### src/rtl/pwm_pkg.sv
// Shared widths, channel count and duty constants for the PWM generator.
package pwm_pkg;

    localparam int PWM_CNT_W            = 8;
    localparam int PWM_CHANNELS         = 16;
    localparam int PRESCALE_DIV_DEFAULT = 12;

    localparam logic [PWM_CNT_W-1:0] DUTY_OFF  = 8'd0;
    localparam logic [PWM_CNT_W-1:0] DUTY_FULL = 8'd255;
    localparam logic [PWM_CNT_W-1:0] CNT_MAX   = 8'd255;

    // PWM comparator: full duty is forced high so every one of the 256 steps is covered.
    function automatic logic pwm_level_f(input logic [PWM_CNT_W-1:0] cnt,
                                         input logic [PWM_CNT_W-1:0] duty);
        if (duty == DUTY_FULL) begin
            return 1'b1;
        end
        return (cnt < duty);
    endfunction

endpackage

### src/rtl/pwm_prescaler.sv
// Clock prescaler: counts 0..DIV-1 and flags the last count with a one-clk tick.
// With DIV=1 the counter stays at 0 and tick is high every cycle.
module pwm_prescaler
    import pwm_pkg::*;
#(
    parameter int DIV = PRESCALE_DIV_DEFAULT
) (
    input  logic clk,
    input  logic rst,
    output logic tick
);

    localparam logic [15:0] LAST = 16'(DIV - 1);

    logic [15:0] cnt;

    // Free-running divider count, wrapping after the last value.
    always_ff @(posedge clk or posedge rst) begin
        if (rst) begin
            cnt <= 16'd0;
        end else if (cnt == LAST) begin
            cnt <= 16'd0;
        end else begin
            cnt <= cnt + 16'd1;
        end
    end

    assign tick = (cnt == LAST);

endmodule

### src/rtl/pwm_generator.sv
// 16-channel PWM generator with a shared duty cycle.
// Duty is shadowed and only reloaded at period boundaries; enable and mode
// selects act on the next clock. Outputs are registered.
module pwm_generator
    import pwm_pkg::*;
#(
    parameter int PRESCALE_DIV = PRESCALE_DIV_DEFAULT
) (
    input  logic        clk,
    input  logic        rst,
    input  logic [7:0]  en_reg_out_7_0,
    input  logic [7:0]  en_reg_out_15_8,
    input  logic [7:0]  en_reg_pwm_7_0,
    input  logic [7:0]  en_reg_pwm_15_8,
    input  logic [7:0]  pwm_duty_cycle,
    output logic [15:0] out,
    output logic        period_start
);

    logic                    tick;
    logic                    boundary;
    logic                    pwm_level;
    logic [PWM_CNT_W-1:0]    pwm_cnt;
    logic [PWM_CNT_W-1:0]    duty_sh;
    logic [PWM_CHANNELS-1:0] en_out;
    logic [PWM_CHANNELS-1:0] en_pwm;
    logic [PWM_CHANNELS-1:0] out_next;

    pwm_prescaler #(
        .DIV (PRESCALE_DIV)
    ) u_prescaler (
        .clk  (clk),
        .rst  (rst),
        .tick (tick)
    );

    assign en_out    = {en_reg_out_15_8, en_reg_out_7_0};
    assign en_pwm    = {en_reg_pwm_15_8, en_reg_pwm_7_0};
    assign boundary  = tick && (pwm_cnt == CNT_MAX);
    assign pwm_level = pwm_level_f(pwm_cnt, duty_sh);

    // Period counter advances one step per prescaler tick, wrapping 255 -> 0.
    always_ff @(posedge clk or posedge rst) begin
        if (rst) begin
            pwm_cnt <= '0;
        end else if (tick) begin
            pwm_cnt <= pwm_cnt + 8'd1;
        end
    end

    // Duty shadow reloads only at the period boundary; period_start marks the reload.
    always_ff @(posedge clk or posedge rst) begin
        if (rst) begin
            duty_sh      <= DUTY_OFF;
            period_start <= 1'b0;
        end else begin
            period_start <= boundary;
            if (boundary) begin
                duty_sh <= pwm_duty_cycle;
            end
        end
    end

    // Per-channel select: disabled -> 0, static mode -> 1, PWM mode -> pwm_level.
    always_comb begin
        out_next = '0;
        for (int i = 0; i < PWM_CHANNELS; i++) begin
            if (en_out[i]) begin
                out_next[i] = en_pwm[i] ? pwm_level : 1'b1;
            end
        end
    end

    // Registered channel outputs; reset clears them asynchronously.
    always_ff @(posedge clk or posedge rst) begin
        if (rst) begin
            out <= '0;
        end else begin
            out <= out_next;
        end
    end

endmodule

### config.mk
export PLATFORM = sky130hd
export DESIGN_NAME = pwm_generator
export DESIGN_NICKNAME = d
export VERILOG_FILES = /design/src/rtl/pwm_pkg.sv /design/src/rtl/pwm_prescaler.sv /design/src/rtl/pwm_generator.sv
export SDC_FILE = /design/constraint.sdc
export NUM_CORES = 1
export LEC_CHECK = 0
export BUFFER_PORTS_ARGS = -buffer_cell sky130_fd_sc_hd__buf_2
export CORE_MARGIN = 2
export CORE_UTILIZATION = 30
export DETAILED_ROUTE_END_ITERATION = 8
export MAX_ROUTING_LAYER = met4
export SLEW_MARGIN = 20
export SYNTH_ARGS = -nofsm -noshare
export SYNTH_HDL_FRONTEND = slang
export SYNTH_HIERARCHICAL = 1
export SYNTH_SLANG_ARGS = --single-unit
### constraint.sdc
create_clock -name clk -period 2.1 [get_ports clk]
set_input_delay 0.105 -clock clk [delete_from_list [all_inputs] [get_ports clk]]
set_output_delay 0.105 -clock clk [all_outputs]
set_load 0.02 [all_outputs]
**Word level (Yosys, flattened, before mapping)**

Index checks and enable logic that the tools add are counted.

- Order comparisons: 1
- Divide/modulo/power cells: 0
- Mux-type cells: 36
- Equal/unequal tests: 3
- Reductions and logical operators: 1
- Bitwise logic cells: 0
- Add/sub/neg operators: 2
- Shift operators: 0
- $mul: 0

Operators by type and width:

| kind | count |
|---|---|
| $mux 1 | 35 |
| $add 16x1->16 const B | 1 |
| $eq 16x4->1 const B | 1 |
| $eq 8x8->1 const B | 2 |
| $mux 16 | 1 |
| $add 8x1->8 const B | 1 |
| $lt 8x8->1 | 1 |
| $logic_and 1x1->1 | 1 |

- Bits in registers: 49
- Logic and storage cells: 48
- Input port bits: 42
- Memories kept: 0
- Output and inout bits: 17
- ROM bits: 0
- Bits in writable memories: 0
- Latch bits: 0

**Logic depth before layout (Yosys ltp)**

Gate-level depths: netlist of the first run.

- Depth in word-level cells: 5
- Depth in mapped cells: 7
- Mapped depth without buffers: 7

**Cells and area by module**

The synthesis of the first run kept the hierarchy.

Modules (own cells, without submodules):

| module | area each (um2) | seq. area each (um2) | times used | cells an instance |
|---|---|---|---|---|
| pwm_generator | 1,473.9 | 825.8 | 1 | 106 |
| pwm_prescaler | 720.7 | 400.4 | 1 | 65 |

**Least setup slack after synthesis of the first run**

Ideal clock, no wire load.

- Path kind: flip-flop to flip-flop
- Start point: register u_prescaler.cnt[8]
- End point: register duty_sh[0]
- Arrival: 2.009 ns
- Buffers on the path: 0
- Path slack: -0.033 ns
- Required time: 1.975 ns
- Setup time: 0.125 ns
- Cell stages (with the launch flop): 8
- Clock period less this slack: 2.133 ns
- Path through: dfrtp_1 -> nor4_1 -> nand4_1 -> nor2_1 -> and3_1 -> nand2_1 -> nor2_4 -> mux2_2

- Cells in the longest elaborated chain, start to end: 2

Ends and longest elaborated chain:

| what | line | text |
|---|---|---|
| start: declaration | pwm_prescaler.sv:15 | `logic [15:0] cnt;` |
| start signal: assignment | pwm_prescaler.sv:24 | `cnt <= cnt + 16'd1;` |
| $eq 16x4->1 | pwm_prescaler.sv:28 | `assign tick = (cnt == LAST);` |
| net tick | pwm_generator.sv:20 | `logic tick;` |
| $logic_and 1x1->1 | pwm_generator.sv:39 | `assign boundary = tick && (pwm_cnt == CNT_MAX);` |
| net boundary | pwm_generator.sv:21 | `logic boundary;` |
| end signal: assignment | pwm_generator.sv:59 | `duty_sh <= pwm_duty_cycle;` |
| end: declaration | pwm_generator.sv:24 | `logic [PWM_CNT_W-1:0] duty_sh;` |

The timed path passes the listed nets, and every way through them passes these cells.
A chain may end at the register's enable or synchronous reset.

**Worst setup path after layout of the first run**

- Start point: register u_prescaler.cnt[9]
- End point: register duty_sh[7]

Same word-level chain as after synthesis.

==> results of run 1 <==
-- cells in the mapped netlist --
cell / n / share of area (%)
nand2_1: 10 / 1.7
inv_1: 10 / 1.7
nor2b_1: 1 / 0.29
and3_4: 1 / 0.51
buf_6: 1 / 0.51
nand3_1: 8 / 1.8
nor2_4: 1 / 0.51
nand2b_4: 1 / 0.63
mux2_2: 9 / 4.6
a21boi_2: 10 / 5.1
nand4_2: 1 / 0.57
nor2_1: 11 / 1.9
a21oi_1: 1 / 0.23
nor3_1: 1 / 0.23
xor2_1: 5 / 2.0
and4_2: 1 / 0.46
dfrtp_1: 49 / 56
o21a_1: 1 / 0.34
ha_1: 9 / 5.1
xnor2_1: 16 / 6.4
a2111oi_4: 1 / 1.3
a21boi_0: 6 / 2.1
a21o_1: 1 / 0.34
nor3_2: 1 / 0.46
nor4_1: 2 / 0.57
o32ai_2: 1 / 0.74
nand4_1: 7 / 2.0
and3_2: 1 / 0.34
and4_4: 1 / 0.51
a41o_2: 1 / 0.51
and3_1: 1 / 0.29
o21ai_2: 1 / 0.40
-- how the worst max path moves through the flow --
stage | startpoint | slack (ns) | endpoint
final | u_prescaler/cnt[9] | 0.12 | duty_sh[7]
after global routing | u_prescaler/cnt[8] | -0.007 | duty_sh[1]
after CTS | u_prescaler/cnt[9] | 0.07 | duty_sh[6]
after detailed placement | u_prescaler/cnt[9] | 0.07 | duty_sh[6]
after global placement | u_prescaler/cnt[9] | 0.11 | duty_sh[4]
after floorplan | u_prescaler/cnt[8] | 0.07 | duty_sh[0]
-- state kept, by name, summed over array words and instances (netlist names) --
signal           count
u_prescaler/cnt     16
duty_sh              8
pwm_cnt              8
out                 16
period_start         1
-- per-layer routing --
metal / share of wire [%] / global-route usage (%) / up-vias / wire [um]
met5: 0 / - / - / 0
met4: 1.3 / 4.07 / 0 / 53
li1: - / - / 768 / -
met3: 3.1 / 2.31 / 2 / 132
met2: 51 / 18.0 / 35 / 2170
met1: 44 / 14.8 / 736 / 1880
-- worst max-delay path: stages (launching register included) --
cell and delay [ns]:
dfrtp_1 0.41, nor4_2 0.28, nand4_1 0.14, nor2_2 0.13
and3_1 0.20, nand2_1 0.16, nor2_4 0.20, mux2_2 0.35
-- placed cells by master (no fill, tap or decap), types with 2 or more instances in the layout --
cell and count:
buf_4 5, a21boi_0 6, buf_2 58, inv_1 10
clkbuf_8 6, xor2_1 5, xnor2_1 16, nand4_1 7
dlygate4sd3_1 17, nor2_1 10, dfrtp_1 49, ha_1 9
nand2_1 10, mux2_2 9, nor2_4 2, nand3_1 8
a21boi_2 10
-- through the flow --
step / util (%) / std cells / hold slack, ns / worst slack (ns) / total power, mW
3_3_place_gp: 36.9 / 332 / 0.213 / 0.111 / 1.09
2_1_floorplan: - / 171 / 0.0187 / 0.0650 / 1.03
4_1_cts: 40.9 / 357 / 0.0222 / 0.0668 / 1.80
5_1_grt: 41.3 / 359 / 0.0281 / -0.00662 / 1.86
3_5_place_dp: 36.9 / 332 / 0.209 / 0.0715 / 1.09
6_report: 41.3 / 359 / 0.0333 / 0.125 / 1.77
-- repair_timing --
action                                  in CTS  in global routing
setup buffers                                0                  1
endpoints found under the hold margin       65                  0
endpoints found under the setup margin       0                  8
resized for setup                            0                  2
hold buffers                                17                  0
-- layout make-up --
cell class	count	area share, %
flip-flops and latches	49	41.4
multi-input cells	112	31.7
repair buffers	81	17.5
well taps	99	4.18
clock buffers	7	2.92
inverters	10	1.27
clock inverters	1	1.01
-- where the power goes --
| group | switching (mW) | internal, mW |
|---|---|---|
| clock network | 0.290 | 0.388 |
| logic | 0.0636 | 0.0704 |
| registers | 0.00373 | 0.958 |
-- logic make-up after synthesis --
logic type,count (synthesis)
AND/OR/NAND/NOR,49
buffers and inverters,11
AO/OA/AOI/OAI,23
XOR/XNOR,21
adder cells (fa/ha/maj),9
multiplexers,9
flip-flops,49
==> impl_results.md, run 1 <==
- Number of buffers created by CTS: 5
- Nets@finish: 310
- CP max FO: 5
- Sequential area share after synthesis: 55.9%
- Total gr overflow: 0
- Tmin final: 1.98 ns
- H-tree lvl count: 2
- Cell Pwr Density: 599 nW/um2
- Final hold violation count: 0
- Clock skew: 0.00962 ns
- Dpl hpwl: 2.90 mm
- GRT Overall Usage: 11.5%
- Starting Density: 30.6%
- Pleak: 1.43 nW
- Drt via density: 4.29
- Cell area after placement: 2650 um2
- Adder-cell share of the synthesized area: 5.13%
- DRT antenna net count: 0
- Ys Warns: 6
- Mux cell area share after synthesis: 4.62%
- Routed vias: 1,541
- Hold endpoint: duty_sh[1]
- Core area: 7180 um2
- Tcrit/Tclk final: 94.1%
- TNS Setup: 0 ns
- Hold Crit Start: pwm_duty_cycle[1]
- Worst Hold Depth: 2
- Syn Area/Cell: 12.8 um2
- Largest net degree at the start of global routing: 34
- Area growth from synthesis to final layout: 34.9%
- Max-slew violations: 0
- Post-synthesis instance area: 2190 um2
- Boundary pin count: 59
- Peak supply drop: 0.458 mV
- WS Path Type: reg -> reg
- Worst-margin pin slew: 0.595 ns
- Worst rel slew slack: 60.3%
- Compound-Gate Fraction of Synth Area: 11.0%
- Detailed Routing Iterations Pass 1: 4
- Simple-gate share of the synthesized area: 12.8%
- Vias in the first global route: 1,543
- Area occupied by multi-input gates: 940 um2
- Worst Setup End Kind: flop
- FMAX: 0.506 GHz
- First-pass GRT wire length: 6.92 mm
- Syn Inst Count: 171
- Root Buffer: clkbuf_8
- Drt first-iter violations: 71
- Post-Synth XOR/XNOR Area: 8.38%
- Wirelength per Cell: 11.8 um
- Main combinational cell family by area after synthesis: simple AND/OR/NAND/NOR gates
- Die height: 89.5 um
- Fillers: 673
- Crit path DAT: 2.16 ns
- GPL Wtd Cong: 0.713
- Die X: 89.5 um
- Layout cells sized above 1: 40.4%
- Storage cell area: 1230 um2
- Fin area: 2960 um2
- Startpoint types: flop
- Site Rows: 31
- FF-to-FF setup slack: 0.12 ns
- Yosys cell types: 32
- Final setup fails: 0
- Drc violations: 0
- Clock Pin Slew Worst Setup and Hold Paths: 0.09 ns
- Skew-Pair Late Insertion Delay: 0.29 ns
- Synth Register Bits: 49
- Clock sinks: 49
- Ant diodes: 0
- Clock tree from TritonCTS: built
- Syn nets: 222
- R2r worst-path depth: 7
- Crit path required time: 2.29 ns
- Die area: 8020 um2
- Initial antenna violation count: 0
- R2R Path End: duty_sh[7]
- Clk buf depth: 2
- HP Class: in -> reg
- Drt total wl: 4.23 mm
- Max Cap Violations: 0
- Status: completed
- Port-buffer cells: 58
- FF-to-FF Start: u_prescaler/cnt[9]
No activity file was read; power rests on OpenSTA's default activity.
==> run 2: changes to the inputs <==
--- a/config.mk
+++ b/config.mk
@@ -10,6 +10,7 @@
 export CORE_UTILIZATION = 30
 export DETAILED_ROUTE_END_ITERATION = 8
 export MAX_ROUTING_LAYER = met4
+export RECOVER_POWER = 50
 export SLEW_MARGIN = 20
 export SYNTH_ARGS = -nofsm -noshare
 export SYNTH_HDL_FRONTEND = slang
==> run 2 against run 1 <==
Worst setup slack gained 0.0030 ns. Sequential cell count unchanged. Power fell by 0.15%. Combinational power is 4% lower. Non-clock buffer count stayed put. Wire length grew 0.40%. Clock skew grew 0.0010 ns. Cell count unchanged. Highest routed layer unchanged.
==> impl_results.md, run 2 (same netlist as run 1, synthesis figures left out) <==
- R2r worst-path depth: 7 (unchanged)
- Tcrit/Tclk final: 93.9% (was 94.1%)
- Total gr overflow: 0 (unchanged)
- Overall Power: 1.77 mW (about the same)
- Drt via density: 4.31 (was 4.29)
- Routed vias: 1,549 (was 1,541)
- Drt total wl: 4.25 mm (was 4.23 mm)
- Clk buf depth: 2 (unchanged)
- Most common cell after layout, fill and taps aside: dfrtp_1 (was buf_2)
- Wirelength per Cell: 11.8 um (about the same)
- Largest regs: out x16, u_prescaler/cnt x16 (unchanged)
- Met3 Use GR: 2.31% (unchanged)
- Port-buffer cells: 58 (unchanged)
- HP Class: in -> reg (unchanged)
- Most frequent cells in the layout: dfrtp_1, buf_2, clkbuf_1, dlygate4sd3_1, xnor2_1 (was buf_2, dfrtp_1, dlygate4sd3_1)
- Drt first-iter violations: 74 (was 71)
- Status: completed (unchanged)
- Crit path DAT: 2.16 ns (about the same)
- Met2 usage: 18.0% (unchanged)
- Clock Pin Slew Worst Setup and Hold Paths: 0.09 ns (about the same)
- Hold slack: 0.0309 ns (was 0.0333 ns)
- Max Cap Violations: 0 (unchanged)
- Final hold violation count: 0 (unchanged)
- Skew-Pair Late Insertion Delay: 0.29 ns (about the same)
- Crit path required time: 2.29 ns (about the same)
- Worst path cell trace: nor4_2 -> nand4_1 -> nor2_2 -> and3_1 -> nand2_1 -> nor2_4 -> mux2_2 (unchanged)
- Worst Hold Depth: 2 (unchanged)
- Tmin final: 1.97 ns (was 1.98 ns)
- CP bufs+invs: 0 (unchanged)
- H-tree lvl count: 2 (unchanged)
- Levels on crit path: 7 (unchanged)
- CP max-delay cell: dfrtp_1 (unchanged)
- Worst-margin pin slew: 0.820 ns (was 0.595 ns)
- Drc violations: 0 (unchanged)
- Final setup fails: 0 (unchanged)
- Worst rel slew slack: 45.3% (was 60.3%)
- CP delay by family, top: simple AND/OR/NAND/NOR gates (unchanged)
- Largest net degree at the start of global routing: 34 (unchanged)
- Startpoint types: flop (unchanged)
- GRT Max-Usage Layer: met2 (unchanged)
- Peak supply drop: 0.458 mV (about the same)
- Cell Pwr Density: 603 nW/um2 (was 599 nW/um2)
- Met1 usage: 14.8% (unchanged)
- Pleak: 1.37 nW (was 1.43 nW)
- Clock sinks: 49 (unchanged)
- CP max FO: 4 (was 5)
- Starting Density: 30.6% (unchanged)
- Vias in the first global route: 1,543 (unchanged)
- Die height: 89.5 um (unchanged)
- Boundary pin count: 59 (unchanged)
- Clock tree from TritonCTS: built (unchanged)
- FMAX: 0.507 GHz (was 0.506 GHz)
- Dpl hpwl: 2.90 mm (unchanged)
- GPL Wtd Cong: 0.713 (unchanged)
- Core area: 7180 um2 (unchanged)
- Clock skew: 0.0107 ns (was 0.00962 ns)
- GRT Overall Usage: 11.5% (unchanged)
- WS Path Type: reg -> reg (unchanged)
- First-pass GRT wire length: 6.92 mm (unchanged)
- Final Util: 41.0% (was 41.3%)
- Initial antenna violation count: 0 (unchanged)
- Area growth from synthesis to final layout: 33.9% (was 34.9%)
- Die area: 8020 um2 (unchanged)
- Die X: 89.5 um (unchanged)
- Site Rows: 31 (unchanged)
- Detailed Routing Iterations Pass 1: 4 (unchanged)
- Slowest stage delay, CP: 0.41 ns (about the same)
- Layout cells sized above 1: 34.2% (was 40.4%)
- TNS Setup: 0 ns (unchanged)
- DRT antenna net count: 0 (unchanged)
- Nets@finish: 310 (unchanged)
- Number of buffers created by CTS: 5 (unchanged)
- Ant diodes: 0 (unchanged)
- Worst Setup End Kind: flop (unchanged)
- Max-slew violations: 0 (unchanged)
- Root Buffer: clkbuf_8 (unchanged)
==> run 2: cell count changes in the layout (fill, tap and decap cells not counted), sizes merged <==
| cell | previous run | this run |
|---|---|---|
| buf | 64 | 47 |
| clkbuf | 7 | 24 |
==> run 2: stage by stage <==
stage	std cells	worst slack (ns)	instance area, um2
2_1_floorplan	171	0.0650	2200
3_3_place_gp	332	0.111	2650
3_5_place_dp	332	0.0715	2650
4_1_cts	357	0.0668	2940
5_1_grt	359	-0.00662	2940
6_report	359	0.128	2940
==> run 2: area by class of cell <==
type	count	area (um2)
Multi-Input combinational cell	112	940
Fill cell	679	4240
Clock buffer	7	86.3
Inverter	10	37.5
Tap cell	99	124
Clock inverter	1	30.0
Timing Repair Buffer	81	495
Sequential cell	49	1230
==> run 2: path summary, 6_finish.rpt <==
| path | start | end | slack (ns) |
|---|---|---|---|
| min in group asynchronous | rst | u_prescaler/cnt[2] | 0.42 |
| worst max-delay path | u_prescaler/cnt[9] | duty_sh[6] | 0.13 |
| worst max register to register | u_prescaler/cnt[9] | duty_sh[6] | 0.13 |
| max in group asynchronous | rst | pwm_cnt[4] | 0.99 |
| worst min register to register | u_prescaler/cnt[15] | u_prescaler/cnt[15] | 0.48 |
| worst min-delay path | pwm_duty_cycle[1] | duty_sh[1] | 0.03 |
==> run 2: power breakdown <==
group          switching [mW]  internal, mW  leakage (nW)
clock                   0.291         0.388        0.0585
combinational          0.0637        0.0655         0.657
sequential            0.00413         0.958         0.658
total                   0.359          1.41          1.37
==> run 2: worst register-to-register path, stage by stage, from the launching register on <==
cell	delay, ns
dfrtp_1	0.41
nor4_2	0.28
nand4_1	0.14
nor2_2	0.13
and3_1	0.20
nand2_1	0.16
nor2_4	0.20
mux2_2	0.35
==> run 2: metal layers <==
metal	wire length [um]	vias to the layer above	share of wire [%]
met5	0	-	0
met4	53	0	1.2
met3	134	2	3.2
met2	2190	35	51
met1	1870	743	44
li1	-	769	-
==> run 2: timing repair <==
action | in CTS | in global routing
setup endpoints to repair | 0 | 8
resized for setup | 0 | 2
buffers inserted | 0 | 1
endpoints found under the hold margin | 65 | 0
hold buffers | 17 | 0
